$ cat config.mk
export PLATFORM = sky130hd
export DESIGN_NAME = popcount_seq_acc
export DESIGN_NICKNAME = d
export VERILOG_FILES = /design/src/rtl/popcount_pkg.sv /design/src/rtl/popcount_chunk.sv /design/src/rtl/popcount_seq_acc.sv
export SDC_FILE = /design/constraint.sdc
export NUM_CORES = 1
export LEC_CHECK = 0
export CAP_MARGIN = 20
export CORE_UTILIZATION = 45
export DETAILED_ROUTE_END_ITERATION = 10
export GPL_ROUTABILITY_DRIVEN = 0
export PLACE_DENSITY = 0.72
export SETUP_SLACK_MARGIN = 0.2
export SLEW_MARGIN = 20
export SYNTH_ARGS = -nofsm -noshare
export SYNTH_HDL_FRONTEND = slang
export SYNTH_SLANG_ARGS = --single-unit
$ cat constraint.sdc
create_clock -name clk -period 3.35 [get_ports clk]
set_clock_uncertainty 0.05 [all_clocks]
set_input_delay 0.335 -clock clk [delete_from_list [all_inputs] [get_ports clk]]
set_output_delay 0.335 -clock clk [all_outputs]
set_load 0.01 [all_outputs]
$ cat src/rtl/popcount_pkg.sv
`default_nettype none
// ============================================================================
//  Module      : popcount_pkg
//  Description : Shared types and elaboration-time helpers for the sequential
//                popcount engine: ceiling log2, ceiling division (number of
//                chunks per vector) and the controller state encoding.
//  Revision    : 1.0 - initial release
// ============================================================================
package popcount_pkg;

    // Controller states: IDLE accepts, RUN accumulates, DONE presents result.
    typedef enum logic [1:0] {
        ST_IDLE = 2'd0,
        ST_RUN  = 2'd1,
        ST_DONE = 2'd2
    } state_t;

    // Smallest r with 2**r >= x (0 for x <= 1).
    function automatic int clog2_up(input int x);
        int r;
        r = 0;
        for (int i = 0; i < 31; i++) begin
            if ((1 << i) < x) begin
                r = i + 1;
            end
        end
        return r;
    endfunction

    // Number of CHUNK-wide slices needed to cover n bits.
    function automatic int chunk_count(input int n, input int c);
        return (n + c - 1) / c;
    endfunction

endpackage : popcount_pkg
`default_nettype wire

$ cat src/rtl/popcount_chunk.sv
`default_nettype none
// ============================================================================
//  Module      : popcount_chunk
//  Description : Combinational exact popcount of CHUNK bits, built as a
//                balanced binary adder tree over a power-of-two leaf set
//                (unused leaves are zero).
//  Ports       : i_bits  [CHUNK-1:0] bits to count
//                o_count [PCW-1:0]   number of ones in i_bits
//  Revision    : 1.0 - initial release
// ============================================================================
module popcount_chunk
    import popcount_pkg::*;
#(
    parameter  int CHUNK = 8,
    localparam int PCW   = clog2_up(CHUNK + 1)
) (
    input  logic [CHUNK-1:0] i_bits,
    output logic [PCW-1:0]   o_count
);

    localparam int LVL    = clog2_up(CHUNK);
    localparam int LEAVES = 1 << LVL;

    logic [PCW-1:0] w_tree [LEAVES];

    // Level l adds node j+2**l into node j for every j that is a multiple of
    // 2**(l+1); after the last level the root (index 0) holds the total.
    // Every partial sum is bounded by CHUNK, so PCW bits never overflow.
    always_comb begin
        for (int j = 0; j < LEAVES; j++) begin
            w_tree[j] = '0;
        end
        for (int j = 0; j < CHUNK; j++) begin
            w_tree[j] = PCW'(i_bits[j]);
        end
        for (int l = 0; l < LVL; l++) begin
            for (int j = 0; j < LEAVES; j += (2 << l)) begin
                w_tree[j] = w_tree[j] + w_tree[j + (1 << l)];
            end
        end
        o_count = w_tree[0];
    end

endmodule : popcount_chunk
`default_nettype wire

$ cat src/rtl/popcount_seq_acc.sv
`default_nettype none
// ============================================================================
//  Module      : popcount_seq_acc
//  Description : Multi-cycle popcount engine for the ternary-neuron datapath.
//                A vector is accepted over valid/ready, counted CHUNK bits per
//                cycle into an accumulator, and returned with a threshold
//                flag. Approximate mode clears the low APPROX_LSBS result bits.
//  Ports       : clk, rst       clock (rising edge), synchronous active-high reset
//                in_valid/ready input handshake
//                in_data        activation bits (N_IN)
//                in_thresh      activation threshold (CW), captured on accept
//                approx_en      approximate mode, captured on accept
//                out_valid/ready result handshake
//                out_count      popcount, exact or truncated (CW)
//                out_ge         out_count >= captured threshold
//                busy           high while a vector is in flight (RUN/DONE)
//  Revision    : 1.0 - initial release
// ============================================================================
module popcount_seq_acc
    import popcount_pkg::*;
#(
    parameter  int N_IN        = 25,
    parameter  int CHUNK       = 8,
    parameter  int APPROX_LSBS = 1,
    localparam int CW          = clog2_up(N_IN + 1),
    localparam int NCHUNK      = chunk_count(N_IN, CHUNK)
) (
    input  logic            clk,
    input  logic            rst,
    input  logic            in_valid,
    output logic            in_ready,
    input  logic [N_IN-1:0] in_data,
    input  logic [CW-1:0]   in_thresh,
    input  logic            approx_en,
    output logic            out_valid,
    input  logic            out_ready,
    output logic [CW-1:0]   out_count,
    output logic            out_ge,
    output logic            busy
);

    localparam int PW  = NCHUNK * CHUNK;          // zero-padded vector width
    localparam int PCW = clog2_up(CHUNK + 1);     // per-chunk count width
    localparam int IW  = clog2_up(NCHUNK + 1);    // chunk index must reach NCHUNK

    localparam logic [CW-1:0] c_keep_mask = ~CW'((1 << APPROX_LSBS) - 1);

    state_t          r_state;
    state_t          w_state_nxt;
    logic            w_accept;
    logic            w_finish;

    logic [PW-1:0]   r_data;
    logic [CW-1:0]   r_thresh;
    logic            r_approx;
    logic [CW-1:0]   r_acc;
    logic [IW-1:0]   r_idx;
    logic [CW-1:0]   r_count;
    logic            r_ge;

    logic [PCW-1:0]  w_chunk_cnt;
    logic [CW-1:0]   w_count;
    logic            w_ge;

    // The captured vector is shifted right each RUN cycle, so the chunk being
    // counted is always the low CHUNK bits.
    popcount_chunk #(
        .CHUNK   (CHUNK)
    ) u_chunk (
        .i_bits  (r_data[CHUNK-1:0]),
        .o_count (w_chunk_cnt)
    );

    assign w_count = r_approx ? (r_acc & c_keep_mask) : r_acc;
    assign w_ge    = (w_count >= r_thresh);

    // ------------------------------------------------------------------
    // State register
    // ------------------------------------------------------------------
    always_ff @(posedge clk) begin
        if (rst) begin
            r_state <= ST_IDLE;
        end else begin
            r_state <= w_state_nxt;
        end
    end

    // ------------------------------------------------------------------
    // Next state and handshake outputs
    // ------------------------------------------------------------------
    // RUN holds for NCHUNK+1 cycles: NCHUNK accumulate cycles, then one
    // finishing cycle (idx == NCHUNK) that registers count and flag so the
    // outputs are stable for the whole of DONE.
    always_comb begin
        w_state_nxt = r_state;
        in_ready    = 1'b0;
        out_valid   = 1'b0;
        busy        = 1'b0;
        w_accept    = 1'b0;
        w_finish    = 1'b0;
        case (r_state)
            ST_IDLE: begin
                in_ready = 1'b1;
                if (in_valid) begin
                    w_accept    = 1'b1;
                    w_state_nxt = ST_RUN;
                end
            end
            ST_RUN: begin
                busy = 1'b1;
                if (r_idx == IW'(NCHUNK)) begin
                    w_finish    = 1'b1;
                    w_state_nxt = ST_DONE;
                end
            end
            ST_DONE: begin
                busy      = 1'b1;
                out_valid = 1'b1;
                if (out_ready) begin
                    w_state_nxt = ST_IDLE;
                end
            end
            default: begin
                w_state_nxt = ST_IDLE;
            end
        endcase
    end

    // ------------------------------------------------------------------
    // Datapath
    // ------------------------------------------------------------------
    always_ff @(posedge clk) begin
        if (rst) begin
            r_data   <= '0;
            r_thresh <= '0;
            r_approx <= 1'b0;
            r_acc    <= '0;
            r_idx    <= '0;
            r_count  <= '0;
            r_ge     <= 1'b0;
        end else if (w_accept) begin
            r_data   <= PW'(in_data);
            r_thresh <= in_thresh;
            r_approx <= approx_en;
            r_acc    <= '0;
            r_idx    <= '0;
        end else if (w_finish) begin
            r_count  <= w_count;
            r_ge     <= w_ge;
        end else if (r_state == ST_RUN) begin
            r_acc    <= r_acc + CW'(w_chunk_cnt);
            r_data   <= r_data >> CHUNK;
            r_idx    <= r_idx + IW'(1);
        end
    end

    assign out_count = r_count;
    assign out_ge    = r_ge;

endmodule : popcount_seq_acc
`default_nettype wire
==> results of run 1 <==
[what timing repair did]
| action | CTS | global route |
|---|---|---|
| hold buffers | 0 | 0 |
| gates resized for setup | 6 | 5 |
| setup buffers | 1 | 1 |
| pin swaps | 9 | 8 |
| endpoints found under the setup margin | 2 | 3 |
[through the flow]
stage	util [%]	setup slack (ns)
2_1_floorplan	-	0.203
3_3_place_gp	56.8	0.121
3_5_place_dp	56.8	0.0614
4_1_cts	59.6	0.151
5_1_grt	60.1	-0.0785
6_report	60.1	0.117
[sequential cells by signal (all words and copies together), names as in the netlist]
signal	flops
r_data	25
out_count	5
r_acc	5
r_thresh	5
r_idx	3
r_state	2
out_ge	1
r_approx	1
[power groups by stage]
stage | logic, mW | registers (mW) | clock network [mW]
6_report | 1.09 | 0.760 | 0.433
5_1_grt | 1.25 | 0.773 | 0.461
4_1_cts | 1.05 | 0.760 | 0.441
3_5_place_dp | 1.01 | 0.767 | 0
3_3_place_gp | 1.01 | 0.762 | 0
2_1_floorplan | 0.842 | 0.744 | 0
[Yosys cell counts (all sizes together)]
cell,number,area [sq um]
buf,11,82.6
nand2,64,240
a221oi,1,15.0
inv,27,101
a21bo,1,10.0
xnor2,3,26.3
a21oi,24,124
ha,21,263
o21ai,2,10.0
nand2b,2,12.5
a211oi,1,7.51
nand3,11,55.1
and2,1,7.51
dfxtp,47,941
nand3b,1,7.51
fa,5,100
nor2,30,131
and3,1,6.26
a311oi,18,245
xor2,1,8.76
mux2,1,15.0
clkbuf,6,22.5
a21boi,1,18.8
nor2b,1,6.26
mux2i,6,60.1
[logic make-up after synthesis]
group                      after synthesis
and+or+nand+nor                        111
AOI/OAI and AO/OA                       48
DFF                                     47
buffers and inverters                   44
adders and majority gates               26
muxes                                    7
xor gates and xnor gates                 4
[critical path, cell delays in order (launching register included)]
cell and delay, ns:
dfxtp_2 0.36, ha_4 0.13, inv_2 0.03, fa_1 0.54, inv_2 0.04, fa_1 0.48, ha_2 0.17, inv_2 0.03
fa_1 0.48, inv_2 0.06, ha_4 0.25, a21oi_4 0.12, and3_1 0.17, o21ai_1 0.06, a21oi_1 0.18
[cell type report]
type | count | area [sq um] | area share, %
multi-input cells | 196 | 1440 | 45.7
flip-flops and latches | 47 | 945 | 30.0
repair buffers | 47 | 460 | 14.6
inverters | 27 | 101 | 3.22
well taps | 70 | 87.6 | 2.78
clock buffers | 5 | 68.8 | 2.19
clock inverters | 3 | 46.3 | 1.47
[worst min-delay path by stage]
stage / cells past startpoint / slack, ns / end / from
detailed placement: 2 / 0.40 / r_thresh[1] / r_thresh[1]
global route: 2 / 0.43 / r_thresh[1] / r_thresh[1]
floorplan: 2 / 0.38 / r_approx / r_approx
global placement: 2 / 0.40 / r_thresh[1] / r_thresh[1]
CTS: 2 / 0.41 / r_thresh[1] / r_thresh[1]
finish: 2 / 0.41 / r_approx / r_approx
[per-layer routing]
layer | global-route usage, % | up-vias
met5 | 0 | -
met4 | 6.35 | 0
met3 | 3.33 | 7
met2 | 29.5 | 42
met1 | 24.9 | 897
li1 | - | 1019
==> run summary, run 1 <==
Ys Warns: 0
Final Hold Fails: 0
dpl cell area: 0.00298 sq mm
Congestion Overflow GR: 0
total power: 2.28 mW
post-synth design cell area: 0.00252 sq mm
Die Height: 76.8 um
simple-gate share of the synthesized area: 18.5%
fraction of power consumed by sequential logic: 33.3%
Initial Utilization: 48.1%
fillers: 485
drt initial violations: 82
Worst setup EP type: flip-flop
sequential-to-total area share from yosys stat: 37.4%
power share of the combinational group: 47.8%
worst path required time: 3.53 ns
Final Max Tran Viols: 0
FP Rows: 26
CTS H-tree lvls: 2
Final setup viols: 0
Worst setup endpoint: r_acc[3]
Final Cycle Share: 96.5%
Synth Area in Compound Gates: 17.1%
static leakage: 1.19 nW
GRT Util Overall: 18.5%
main combinational cell family by area after synthesis: simple AND/OR/NAND/NOR gates
Min Clock Period, post-route: 3.23 ns
reg2reg start: r_data[0]
Core Area: 0.00524 sq mm
# diodes: 0
slew margin rel.: 49.4%
synthesized area per cell: 8.77 sq um
global-route wire length before repair: 8790 um
Syn-to-layout area delta: 25.0%
crit path launch: r_data[0]
Pre-antenna DRT Iters: 4
Synth Register Bits: 47
Highest Signal Layer: met4
Post-Synth Adder-Cell Area: 14.4%
IO Port Bufs: 43
clk sink count: 47
Final #Nets: 385
Distinct cells, synth: 31
DRC viols: 0
IO Pins: 44
Reg clk slew, reported paths: 0.10 ns
via count: 1,965
post-synthesis xor/xnor area fraction: 1.39%
DRT antenna net count: 0
met3 routed WL: 201 um
Skew-Pair Late Insertion Delay: 0.31 ns
Via-to-Cell Ratio: 4.97
mux cell area share after synthesis: 2.98%
number of buffers created by CTS: 5
Die X: 76.8 um
Clock Tree Buf Depth: 2
Die ar.: 0.00590 sq mm
Reg2Reg Depth: 14
Max Cap Viol: 0
power share of the clock group: 19.0%
critical path type: flip-flop to flip-flop
routed length per placed instance: 12.7 um
Psw: 0.912 mW
placed cells: 385
Final TNS setup: 0 ns
Worst-Margin Slew: 0.758 ns
proportion of layout cells with a drive suffix above 1: 15.1%
CTS tree: done
commonest cells after routing, fill and taps aside: nand2_1 (64), dfxtp_1 (44), clkdlybuf4s50_1 (43)
Hold WC Path Type: flip-flop to flip-flop
RSZ-0062 raised after global routing: true
CP Launch Type: flip-flop
cell area after layout: 0.00315 sq mm
Non-Filler Instances: 395
most common cell after layout, fill and taps aside: nand2_1
Synth Net Count: 348
CP Max Fanout: 2
FF-to-FF setup slack: 0.12 ns
WL met1: 2560 um
status: complete, no violations
P per Cell Area: 726 mW/mm^2
Routed WL: 5020 um
hpwl dp: 3400 um
Internal Power: 1.37 mW
Sw Ratio: 39.9%
vias in the first global route: 1,970
metal2 WL: 2190 um
WP data arrival: 3.42 ns
initial antenna violation count: 0
reg2reg end: r_acc[3]
Gate Count Post-Synth: 287
Max Clk Rate: 0.309 GHz
Clock Tree Root: clkbuf_8
Peak VDD IR: 0.000661 V
largest net degree at the start of global routing: 50
hold_ws: 0.411 ns
No activity file was read; power rests on OpenSTA's default activity.
==> run 2: changes to the inputs <==
--- a/config.mk
+++ b/config.mk
@@ -9,7 +9,7 @@
 export CORE_UTILIZATION = 45
 export DETAILED_ROUTE_END_ITERATION = 10
 export GPL_ROUTABILITY_DRIVEN = 0
-export PLACE_DENSITY = 0.72
+export PLACE_DENSITY = 0.81
 export SETUP_SLACK_MARGIN = 0.2
 export SLEW_MARGIN = 20
 export SYNTH_ARGS = -nofsm -noshare
==> run summary, run 2 (synthesis gave the netlist of run 1 again) <==
hold path cells: 2 (unchanged)
Worst Min Path Start: r_approx (unchanged)
Internal Power: 1.31 mW (was 1.37 mW)
fraction of power consumed by sequential logic: 34.1% (was 33.3%)
Worst setup EP type: flip-flop (unchanged)
critical path type: flip-flop to flip-flop (unchanged)
Hold WC Path Type: flip-flop to flip-flop (unchanged)
Core Area: 0.00524 sq mm (unchanged)
placed cells: 386 (was 385)
commonest cells after routing, fill and taps aside: nand2_1 (63), clkdlybuf4s50_1 (43), dfxtp_1 (43) (was nand2_1 (64), dfxtp_1 (44), clkdlybuf4s50_1 (43))
Reg2Reg Depth: 14 (unchanged)
reg2reg end: r_acc[3] (unchanged)
Final Max Tran Viols: 0 (unchanged)
Sw Ratio: 41.3% (was 39.9%)
family with the most delay on the worst path: adder cells (unchanged)
FF-to-FF setup slack: 0.10 ns (was 0.12 ns)
hold buffer count at cts: 0 (unchanged)
Syn-to-layout area delta: 24.5% (was 25.0%)
Die ar.: 0.00590 sq mm (unchanged)
Initial Utilization: 48.1% (unchanged)
hold endpoint: r_approx (unchanged)
proportion of layout cells with a drive suffix above 1: 16.6% (was 15.1%)
max reg flops: 25 (unchanged)
power share of the clock group: 15.4% (was 19.0%)
flip-flop and latch area: 946 sq um (was 945 sq um)
Congestion Overflow GR: 0 (unchanged)
Peak VDD IR: 0.000514 V (was 0.000661 V)
most used cell along the critical path: inv_2 (unchanged)
Psw: 0.920 mW (was 0.912 mW)
CTS H-tree lvls: 2 (unchanged)
number of buffers created by CTS: 5 (unchanged)
FP Rows: 26 (unchanged)
crit-path cells: ha_4 -> inv_2 -> fa_1 -> inv_2 -> fa_1 -> ha_2 -> inv_2 -> fa_1 -> inv_2 -> ha_4 -> a21oi_4 -> and3_1 -> o21ai_1 -> a21oi_1 (unchanged)
Reg clk slew, reported paths: 0.09 ns (was 0.10 ns)
static leakage: 1.18 nW (was 1.19 nW)
most common cell after layout, fill and taps aside: nand2_1 (unchanged)
global-route wire length before repair: 8890 um (was 8790 um)
worst path required time: 3.53 ns (about the same)
Skew-Pair Late Insertion Delay: 0.30 ns (was 0.31 ns)
initial antenna violation count: 0 (unchanged)
Min Clock Period, post-route: 3.25 ns (was 3.23 ns)
RSZ-0062 raised after global routing: true (unchanged)
crit path buf inv count: 4 (unchanged)
DRC viols: 0 (unchanged)
power share of the combinational group: 50.5% (was 47.8%)
crit path max-delay cell type: fa_1 (unchanged)
status: complete, no violations (unchanged)
CP Max Fanout: 2 (unchanged)
via count: 2,010 (was 1,965)
largest net degree at the start of global routing: 41 (was 50)
Max Cap Viol: 0 (unchanged)
vias in the first global route: 1,908 (was 1,970)
Via-to-Cell Ratio: 5.08 (was 4.97)
Routed WL: 5260 um (was 5020 um)
Worst-Margin Slew: 0.720 ns (was 0.758 ns)
# diodes: 0 (unchanged)
IO Pins: 44 (unchanged)
IO Port Bufs: 43 (unchanged)
CP max stage delay: 0.54 ns (about the same)
footprint of the multi-input gates: 0.00144 sq mm (about the same)
slew margin rel.: 51.9% (was 49.4%)
Final Cycle Share: 97.0% (was 96.5%)
Final Hold Fails: 0 (unchanged)
Final #Nets: 386 (was 385)
routed length per placed instance: 13.3 um (was 12.7 um)
Pre-antenna DRT Iters: 4 (unchanged)
Non-Filler Instances: 396 (was 395)
WP data arrival: 3.43 ns (was 3.42 ns)
P per Cell Area: 712 mW/mm^2 (was 726 mW/mm^2)
reg2reg start: r_data[0] (unchanged)
clk sink count: 47 (unchanged)
Final setup viols: 0 (unchanged)
Clock Tree Buf Depth: 2 (unchanged)
hold_ws: 0.408 ns (was 0.411 ns)
DRT antenna net count: 0 (unchanged)
Die Height: 76.8 um (unchanged)
GRT Util Overall: 18.9% (was 18.5%)
CP Launch Type: flip-flop (unchanged)
CTS tree: done (unchanged)
Max Clk Rate: 0.308 GHz (was 0.309 GHz)
Clock Tree Root: clkbuf_8 (unchanged)
most flop-heavy register: r_data (unchanged)
hpwl dp: 3660 um (was 3400 um)
Die X: 76.8 um (unchanged)
fillers: 473 (was 485)
drt initial violations: 96 (was 82)
-- run 2: worst max path at each step --
stage	from	to	slack (ns)	cells past startpoint
2_1_floorplan	r_data[1]	r_acc[3]	0.20	14
3_3_place_gp	r_data[1]	r_acc[3]	0.12	14
3_5_place_dp	r_data[1]	r_acc[3]	0.05	14
4_1_cts	r_data[0]	r_acc[3]	0.14	14
5_1_grt	r_data[5]	r_acc[3]	-0.03	14
6_report	r_data[0]	r_acc[3]	0.10	14
-- run 2: worst reg2reg max path: cells and delay by family, from the launching register on --
kind	cells	cell delay, ns
buffers and inverters	4	0.18
and+or+nand+nor	1	0.17
AOI/OAI and AO/OA	3	0.38
adders and majority gates	6	2.05
DFF	1	0.36
-- run 2: what timing repair did --
| item | 4_1_cts | 5_1_grt |
|---|---|---|
| pin swaps | 6 | 5 |
| endpoints found under the setup margin | 3 | 3 |
| gates resized for setup | 4 | 10 |
| buffers inserted | 0 | 2 |
-- run 2: per-layer routing --
| metal | vias to the layer above | track usage [%] | wire, um |
|---|---|---|---|
| li1 | 1026 | - | - |
| met1 | 938 | 25.1 | 2480 |
| met2 | 41 | 30.5 | 2520 |
| met3 | 5 | 3.81 | 212 |
| met4 | 0 | 5.77 | 49 |
| met5 | - | 0 | 0 |
-- run 2: cell type report --
class / count / share of cell area (%)
multi-input cells: 196 / 46.0
flip-flops and latches: 47 / 30.2
repair buffers: 48 / 14.9
inverters: 27 / 3.23
well taps: 70 / 2.79
clock buffers: 5 / 2.20
clock inverters: 3 / 0.639
-- run 2: power groups by stage --
stage / logic [mW] / registers (mW) / clock network (mW)
after floorplan: 0.842 / 0.744 / 0
after global placement: 1.01 / 0.761 / 0
after detailed placement: 1.03 / 0.766 / 0
after CTS: 1.06 / 0.759 / 0.352
after global routing: 1.27 / 0.778 / 0.381
final: 1.13 / 0.761 / 0.344
-- run 2: stage by stage --
stage / util, % / setup WS [ns] / cell area [sq um] / TNS, ns / total power, mW
after floorplan: - / 0.203 / 2550 / 0 / 1.59
after CTS: 59.0 / 0.139 / 3090 / 0 / 2.17
final: 59.8 / 0.102 / 3130 / 0 / 2.23
after global routing: 59.8 / -0.0279 / 3130 / -0.0279 / 2.43
after detailed placement: 57.0 / 0.0453 / 2990 / 0 / 1.80
after global placement: 57.0 / 0.118 / 2990 / 0 / 1.77
